File: src/rtl/buzzer_beep_seq.sv
// buzzer_beep_seq: gates a same-domain tone into a burst of N beeps.
// A start pulse latches the beep count and runs ON_CYC cycles of tone,
// then OFF_CYC cycles of silence, repeated. There is no gap after the
// last beep. stop aborts the burst at any time without a done pulse.
//
// Ports
//   clk         system clock
//   rst         synchronous reset, active high
//   tone_in     square-wave tone (registered, same clock domain)
//   start       burst request, honoured only while the FSM is idle
//   beep_num    beeps per burst (1..15); zero requests are dropped
//   stop        synchronous abort; takes priority over start
//   busy        high while a burst is running
//   done        one-cycle pulse after the last beep of a completed burst
//   buzzer_out  gated tone to the buzzer pin
module buzzer_beep_seq #(
  parameter int unsigned ON_CYC  = 5_000_000,
  parameter int unsigned OFF_CYC = 5_000_000,
  parameter int unsigned CNT_W   = 24
) (
  input  logic       clk,
  input  logic       rst,
  input  logic       tone_in,
  input  logic       start,
  input  logic [3:0] beep_num,
  input  logic       stop,
  output logic       busy,
  output logic       done,
  output logic       buzzer_out
);

  localparam int unsigned NUM_W = 4;
  localparam logic [CNT_W-1:0] ON_LAST  = CNT_W'(ON_CYC - 1);
  localparam logic [CNT_W-1:0] OFF_LAST = CNT_W'(OFF_CYC - 1);

  typedef enum logic [1:0] {
    S_IDLE = 2'd0,
    S_ON   = 2'd1,
    S_GAP  = 2'd2
  } state_t;

  state_t             state_q, state_d;
  logic [CNT_W-1:0]   phase_q, phase_d;
  logic [NUM_W-1:0]   remaining_q, remaining_d;
  logic               busy_d, done_d, buzz_d;

  // State, counters and registered outputs.
  always_ff @(posedge clk) begin
    if (rst) begin
      state_q     <= S_IDLE;
      phase_q     <= '0;
      remaining_q <= '0;
      busy        <= 1'b0;
      done        <= 1'b0;
      buzzer_out  <= 1'b0;
    end else begin
      state_q     <= state_d;
      phase_q     <= phase_d;
      remaining_q <= remaining_d;
      busy        <= busy_d;
      done        <= done_d;
      buzzer_out  <= buzz_d;
    end
  end

  // Next-state logic and next values of the registered outputs.
  always_comb begin
    state_d     = state_q;
    phase_d     = phase_q;
    remaining_d = remaining_q;
    done_d      = 1'b0;

    if (stop) begin
      state_d     = S_IDLE;
      phase_d     = '0;
      remaining_d = '0;
    end else begin
      case (state_q)
        S_IDLE: begin
          phase_d = '0;
          if (start && (beep_num != '0)) begin
            remaining_d = beep_num;
            state_d     = S_ON;
          end
        end

        S_ON: begin
          if (phase_q == ON_LAST) begin
            phase_d     = '0;
            remaining_d = remaining_q - NUM_W'(1);
            // Last beep ends the burst directly; no trailing gap.
            if (remaining_q == NUM_W'(1)) begin
              state_d = S_IDLE;
              done_d  = 1'b1;
            end else begin
              state_d = S_GAP;
            end
          end else begin
            phase_d = phase_q + CNT_W'(1);
          end
        end

        S_GAP: begin
          if (phase_q == OFF_LAST) begin
            phase_d = '0;
            state_d = S_ON;
          end else begin
            phase_d = phase_q + CNT_W'(1);
          end
        end

        default: begin
          state_d     = S_IDLE;
          phase_d     = '0;
          remaining_d = '0;
        end
      endcase
    end

    busy_d = (state_d != S_IDLE);
    // Tone follows the current state one cycle late; stop silences it at once.
    buzz_d = tone_in & (state_q == S_ON) & ~stop;
  end

endmodule
File: config.mk
export PLATFORM = sky130hd
export DESIGN_NAME = buzzer_beep_seq
export DESIGN_NICKNAME = d
export VERILOG_FILES = /design/src/rtl/buzzer_beep_seq.sv
export SDC_FILE = /design/constraint.sdc
export NUM_CORES = 1
export LEC_CHECK = 0
export BUFFER_PORTS_ARGS = -buffer_cell sky130_fd_sc_hd__buf_2
export CAP_MARGIN = 20
export CORE_UTILIZATION = 63
export CTS_CLUSTER_SIZE = 8
export DETAILED_ROUTE_END_ITERATION = 7
export PLACE_DENSITY = 0.89
export RECOVER_POWER = 100
export SYNTH_ARGS = -nofsm -noshare
export SYNTH_HDL_FRONTEND = slang
export SYNTH_SLANG_ARGS = --single-unit
File: constraint.sdc
create_clock -name clk -period 3.7 [get_ports clk]
set_input_delay 0.555 -clock clk [delete_from_list [all_inputs] [get_ports clk]]
set_output_delay 0.555 -clock clk [all_outputs]
set_load 0.1 [all_outputs]
## Yosys cells after proc, flatten, opt, wreduce, memory -nomap -nowiden

Cells that the tools add are included.

- Word-level logic and storage cells: 40
- Input port bits: 9
- Register bits after elaboration: 33
- Output and inout port bits: 3

- Multiplexer cells: 10
- Add/subtract/negate cells: 2
- Reductions and logical operators: 9
- Eq/ne operators: 6
- Bitwise operators: 7

Operators by type and width:

| kind | count |
|---|---|
| 24-bit by 1-bit adder with 24-bit output (second input constant) | 1 |
| 24-bit by 23-bit == test with 1-bit output (second input constant) | 1 |
| 4-bit case mux with 3 select lines | 1 |
| 2-bit 2-to-1 mux | 5 |
| 4-bit 2-to-1 mux | 2 |
| 4-bit OR reduction | 2 |
| 2-bit case mux with 3 select lines | 1 |
| 1-bit NOT | 5 |
| 4-bit by 1-bit == test with 1-bit output (second input constant) | 1 |
| 2-bit != test (second input constant) | 2 |
| 4-bit nonzero test | 1 |
| 2-bit OR reduction | 2 |
| 4-bit by 1-bit subtractor with 4-bit output (second input constant) | 1 |
| 3-bit AND reduction | 1 |
| 1-bit bitwise AND | 2 |
| 2-bit by 1-bit == test with 1-bit output (second input constant) | 1 |
| 2-bit == test (second input constant) | 1 |
| 2-bit logical NOT | 1 |
| 2-bit nonzero test | 1 |
| 1-bit logical AND | 1 |
| 1-bit 2-to-1 mux | 1 |

## Longest topological paths before layout

- Depth in word-level cells: 6
- Gate-level depth with buffers: 7
- Mapped depth without buffers: 6

## Worst setup path before layout

Ideal clock, no wire load.

- Path type: reg-to-reg
- Start: reg phase_q[17]
- End: reg busy
- Slack: 1792 ps
- Stages on the path, launching flop included: 5
- Arrival time: 1788 ps
- Path buffers: 0
- Cell sequence: dfxtp_1 or4b_4 or4_4 o211a_1 o31a_1

- Cells in the longest elaborated chain, start to end: 5
- Elaborated cells on any way between the ends: 6

RTL lines:

| item | line | source |
|---|---|---|
| start: declaration | 43 | `logic [CNT_W-1:0] phase_q, phase_d;` |
| start signal: assignment | 58 | `phase_q <= phase_d;` |
| 24-bit by 23-bit == test with 1-bit output * | 88, 104 |  |
| 2-bit 2-to-1 mux (on tied branches) | 104, 88 |  |
| 2-bit case mux with 3 select lines * | 78 | `case (state_q)` |
| 2-bit 2-to-1 mux * | 73 | `if (stop) begin` |
| 2-bit nonzero test * | 120 | `busy_d = (state_d != S_IDLE);` |
| end signal: assignment | 60 | `busy <= busy_d;` |
| end: declaration | 27 | `output logic busy,` |

Every way passes the cells marked *; elsewhere a longest branch is shown, timed or not.
A chain may end at the register's enable or synchronous reset.

## Worst setup path after layout

- Start: reg phase_q[0]
- End: reg phase_q[22]

- Cells in the longest elaborated chain, start to end: 2
- Elaborated cells on any way between the ends: 3

RTL lines:

| item |
|---|
| parallel branches: the longest is 2 deep, another holds 24-bit by 1-bit adder with 24-bit output |

Parallel ways; which one is timed is not known.

==> impl_metrics.toml <==
[timing]
finalHoldViolations = 0
fin_worst_skew_ps = 6.19
tightestPinTransition_ps = 1170
period_share_pct = 64.4
final.setup.worst_slack_ps = 1320
setup_viol = 0
rsz0062_at_grt = "no"
finalCriticalPeriod_ps = 2380
fin_tns_setup_ps = 0
drv_slew = 0
fin_hold_ws_ps = 450
fmax_ghz = 0.419
slew_headroom_pct = 22.4

[grt]
grt_overflow = 0
track_usage_pct = 27.2
grt_pass1_vias = 1350
grt_pass1_wl_mm = 5.61
grt_max_degree = 25
antenna_found_initial = 0

[floorplanning]
ios = 12
coreArea_mm2 = 0.00252
die_h_um = 54.0
die_w_um = 54.0
rows = 18
start_util_pct = 67.5
dieArea_mm2 = 0.00291

[worst_setup_path]
path_cells = "ha_1, nand3_1, or4_1, nand3_1, nor2_1"
path_buf_inv = 0
criticalPathCategory = "flop to flop"
crit_arrival_ps = 2560
crit_top_cell = "nand3_1"
worstPathRequired_ps = 3880
endpoint_kind = "flop"
critical-path-top-delay-family = "simple AND/OR/NAND/NOR gates"
cpPeakStageDelay_ps = 650
critPathLaunchType = "flop"
crit_fanout = 24
crit_slowest_cell = "nand3_1"

[cts]
htree_levels = 2
path_clk_slew_ps = 90
cts-hold-fix-buffers = 0
cts_tree = "built"
clkLatencyLatePin_ps = 330
postCtsSetupBuffers = 0
cts_buffers = 5
cts_root_buf = "clkbuf_4"
cts_sinks = 33
cts_buffer_depth = 2
cts_resized = 0

[detailed_routing]
firstDrtPassIters = 4
drc_errors = 0
final_antenna_net_count = 0
via_count = 1446
wirelength_mm = 3.50
viasPerCell = 5.90
post_drt_wl_per_cell_um = 14.3
first_iter_violations = 31

[placed_design]
place.gp.congestion = 0.798
dp_hpwl_mm = 2.66
port_buffers = 11
place_ws_ps = 1380
placed_area_mm2 = 0.00177

[layout]
nets = 231
final.fill_count = 204
area_delta_synth_final_pct = 5.51
num_antenna_cells = 0
multi_input_area_um2 = 951
seqCellArea_um2 = 661
stdcell_area_mm2 = 0.00180
drive_gt1_share_pct = 7.91

[logic_synthesis]
yosys_warnings = 0
synth-xor-area-share_pct = 11.8
ys_types = 37
syn_inst = 201
syn_avg_cell_area_um2 = 8.47
syn-cell-area_mm2 = 0.00170
syn_nets = 217
synth_compound_area_share_pct = 9.40
synthAdderAreaFrac_pct = 5.14
ys_top_cells_by_area = "dfxtp_1, xnor2_1, nor2_1"
yosysTopAreaCell = "dfxtp_1"
synthMuxAreaShare_pct = 0
yosys_most_used_dff = "dfxtp_1"
synth_top_area_share_pct = 38.8
synth_edf_count = 0
synthArstFlopShare_pct = 0
ys_seq_area_share_pct = 38.8
synth_top_family_by_area = "simple AND/OR/NAND/NOR gates"
synthSimpleGateAreaFrac_pct = 31.1
ys_ff_latch = 33

[pwr]
power_density_mw_per_mm2 = 335
leakagePower_nw = 0.606
vdd_drop_max_v = 0.000257

[run_status]
status = "complete, no violations"

[flow_run]
max-cap-violations = 0

[min_path]
hold_class = "flop to flop"
## cells in the mapped netlist, drive strengths merged, types with 3 or more instances
library cell and count:
nor4b 3, and3 5, xnor2 18, o21ai 4, nand2 17, and2 6
nand4 5, dfxtp 33, nor4 4, ha 7, nand3 8, a21oi 4
xor2 5, nor2 35, nor3 9, inv 11
## report_power, final
| part | leakage, nW | internal [mW] | switching [mW] |
|---|---|---|---|
| Clock | 0.0314 | 0.0896 | 0.107 |
| Combinational | 0.308 | 0.0163 | 0.0273 |
| Sequential | 0.267 | 0.359 | 0.00340 |
| Total | 0.606 | 0.465 | 0.137 |
## stage by stage
step / total power, mW / util (%) / cells
finish: 0.602 / 71.2 / 245
global route: 0.625 / 71.2 / 245
CTS: 0.606 / 72.5 / 245
detailed placement: 0.415 / 70.3 / 238
global placement: 0.412 / 70.3 / 238
floorplan: 0.402 / - / 201
## worst paths after layout
path                                     to  slack [ps]  startpoint  depth (start not counted)
worst max-delay path            phase_q[22]        1320  phase_q[0]                          5
worst min-delay path             phase_q[0]         450  phase_q[0]                          1
worst max register to register  phase_q[22]        1320  phase_q[0]                          5
worst min register to register   phase_q[0]         450  phase_q[0]                          1
## kinds of logic after synthesis
logic type | Yosys count
buffers and inverters | 15
xor gates and xnor gates | 23
adders and majority gates | 7
AOI/OAI and AO/OA | 20
and+or+nand+nor | 103
DFF | 33
## area by class of cell
type,count,area share (%)
sequential,33,36.8
tap,30,2.09
inverter,11,2.30
timing repair buffer,11,2.86
multi-input combinational,153,52.9
clock buffer,7,3.06
## state kept, by name, indices dropped and copies added (netlist names)
register / cells
busy: 1
done: 1
phase_q: 24
buzzer_out: 1
state_q: 2
remaining_q: 4
## per-layer routing
layer | global-route usage (%) | share of wire (%) | vias up
met5 | 0 | 0 | -
met4 | 12.8 | 1.9 | 0
met3 | 5.93 | 2.7 | 7
met2 | 46.7 | 51 | 21
met1 | 31.8 | 45 | 699
li1 | - | - | 719
## worst reg2reg max path: stages (launching register included)
cell and delay [ps]:
dfxtp_1 360, ha_1 280, nand3_1 200, or4_1 620, nand3_1 650, nor2_1 130
## placed cells by master (no fill, tap or decap), drive strengths merged, types with 3 or more instances in the layout
cell type	n
nor3	9
inv	11
ha	7
clkbuf	10
xnor2	18
o21ai	4
and3	5
nand2	17
nand4	5
buf	8
nand3	8
and2	6
xor2	5
a21oi	4
dfxtp	33
nor4b	3
nor2	35
nor4	4
(Power assumes the default switching activity.)
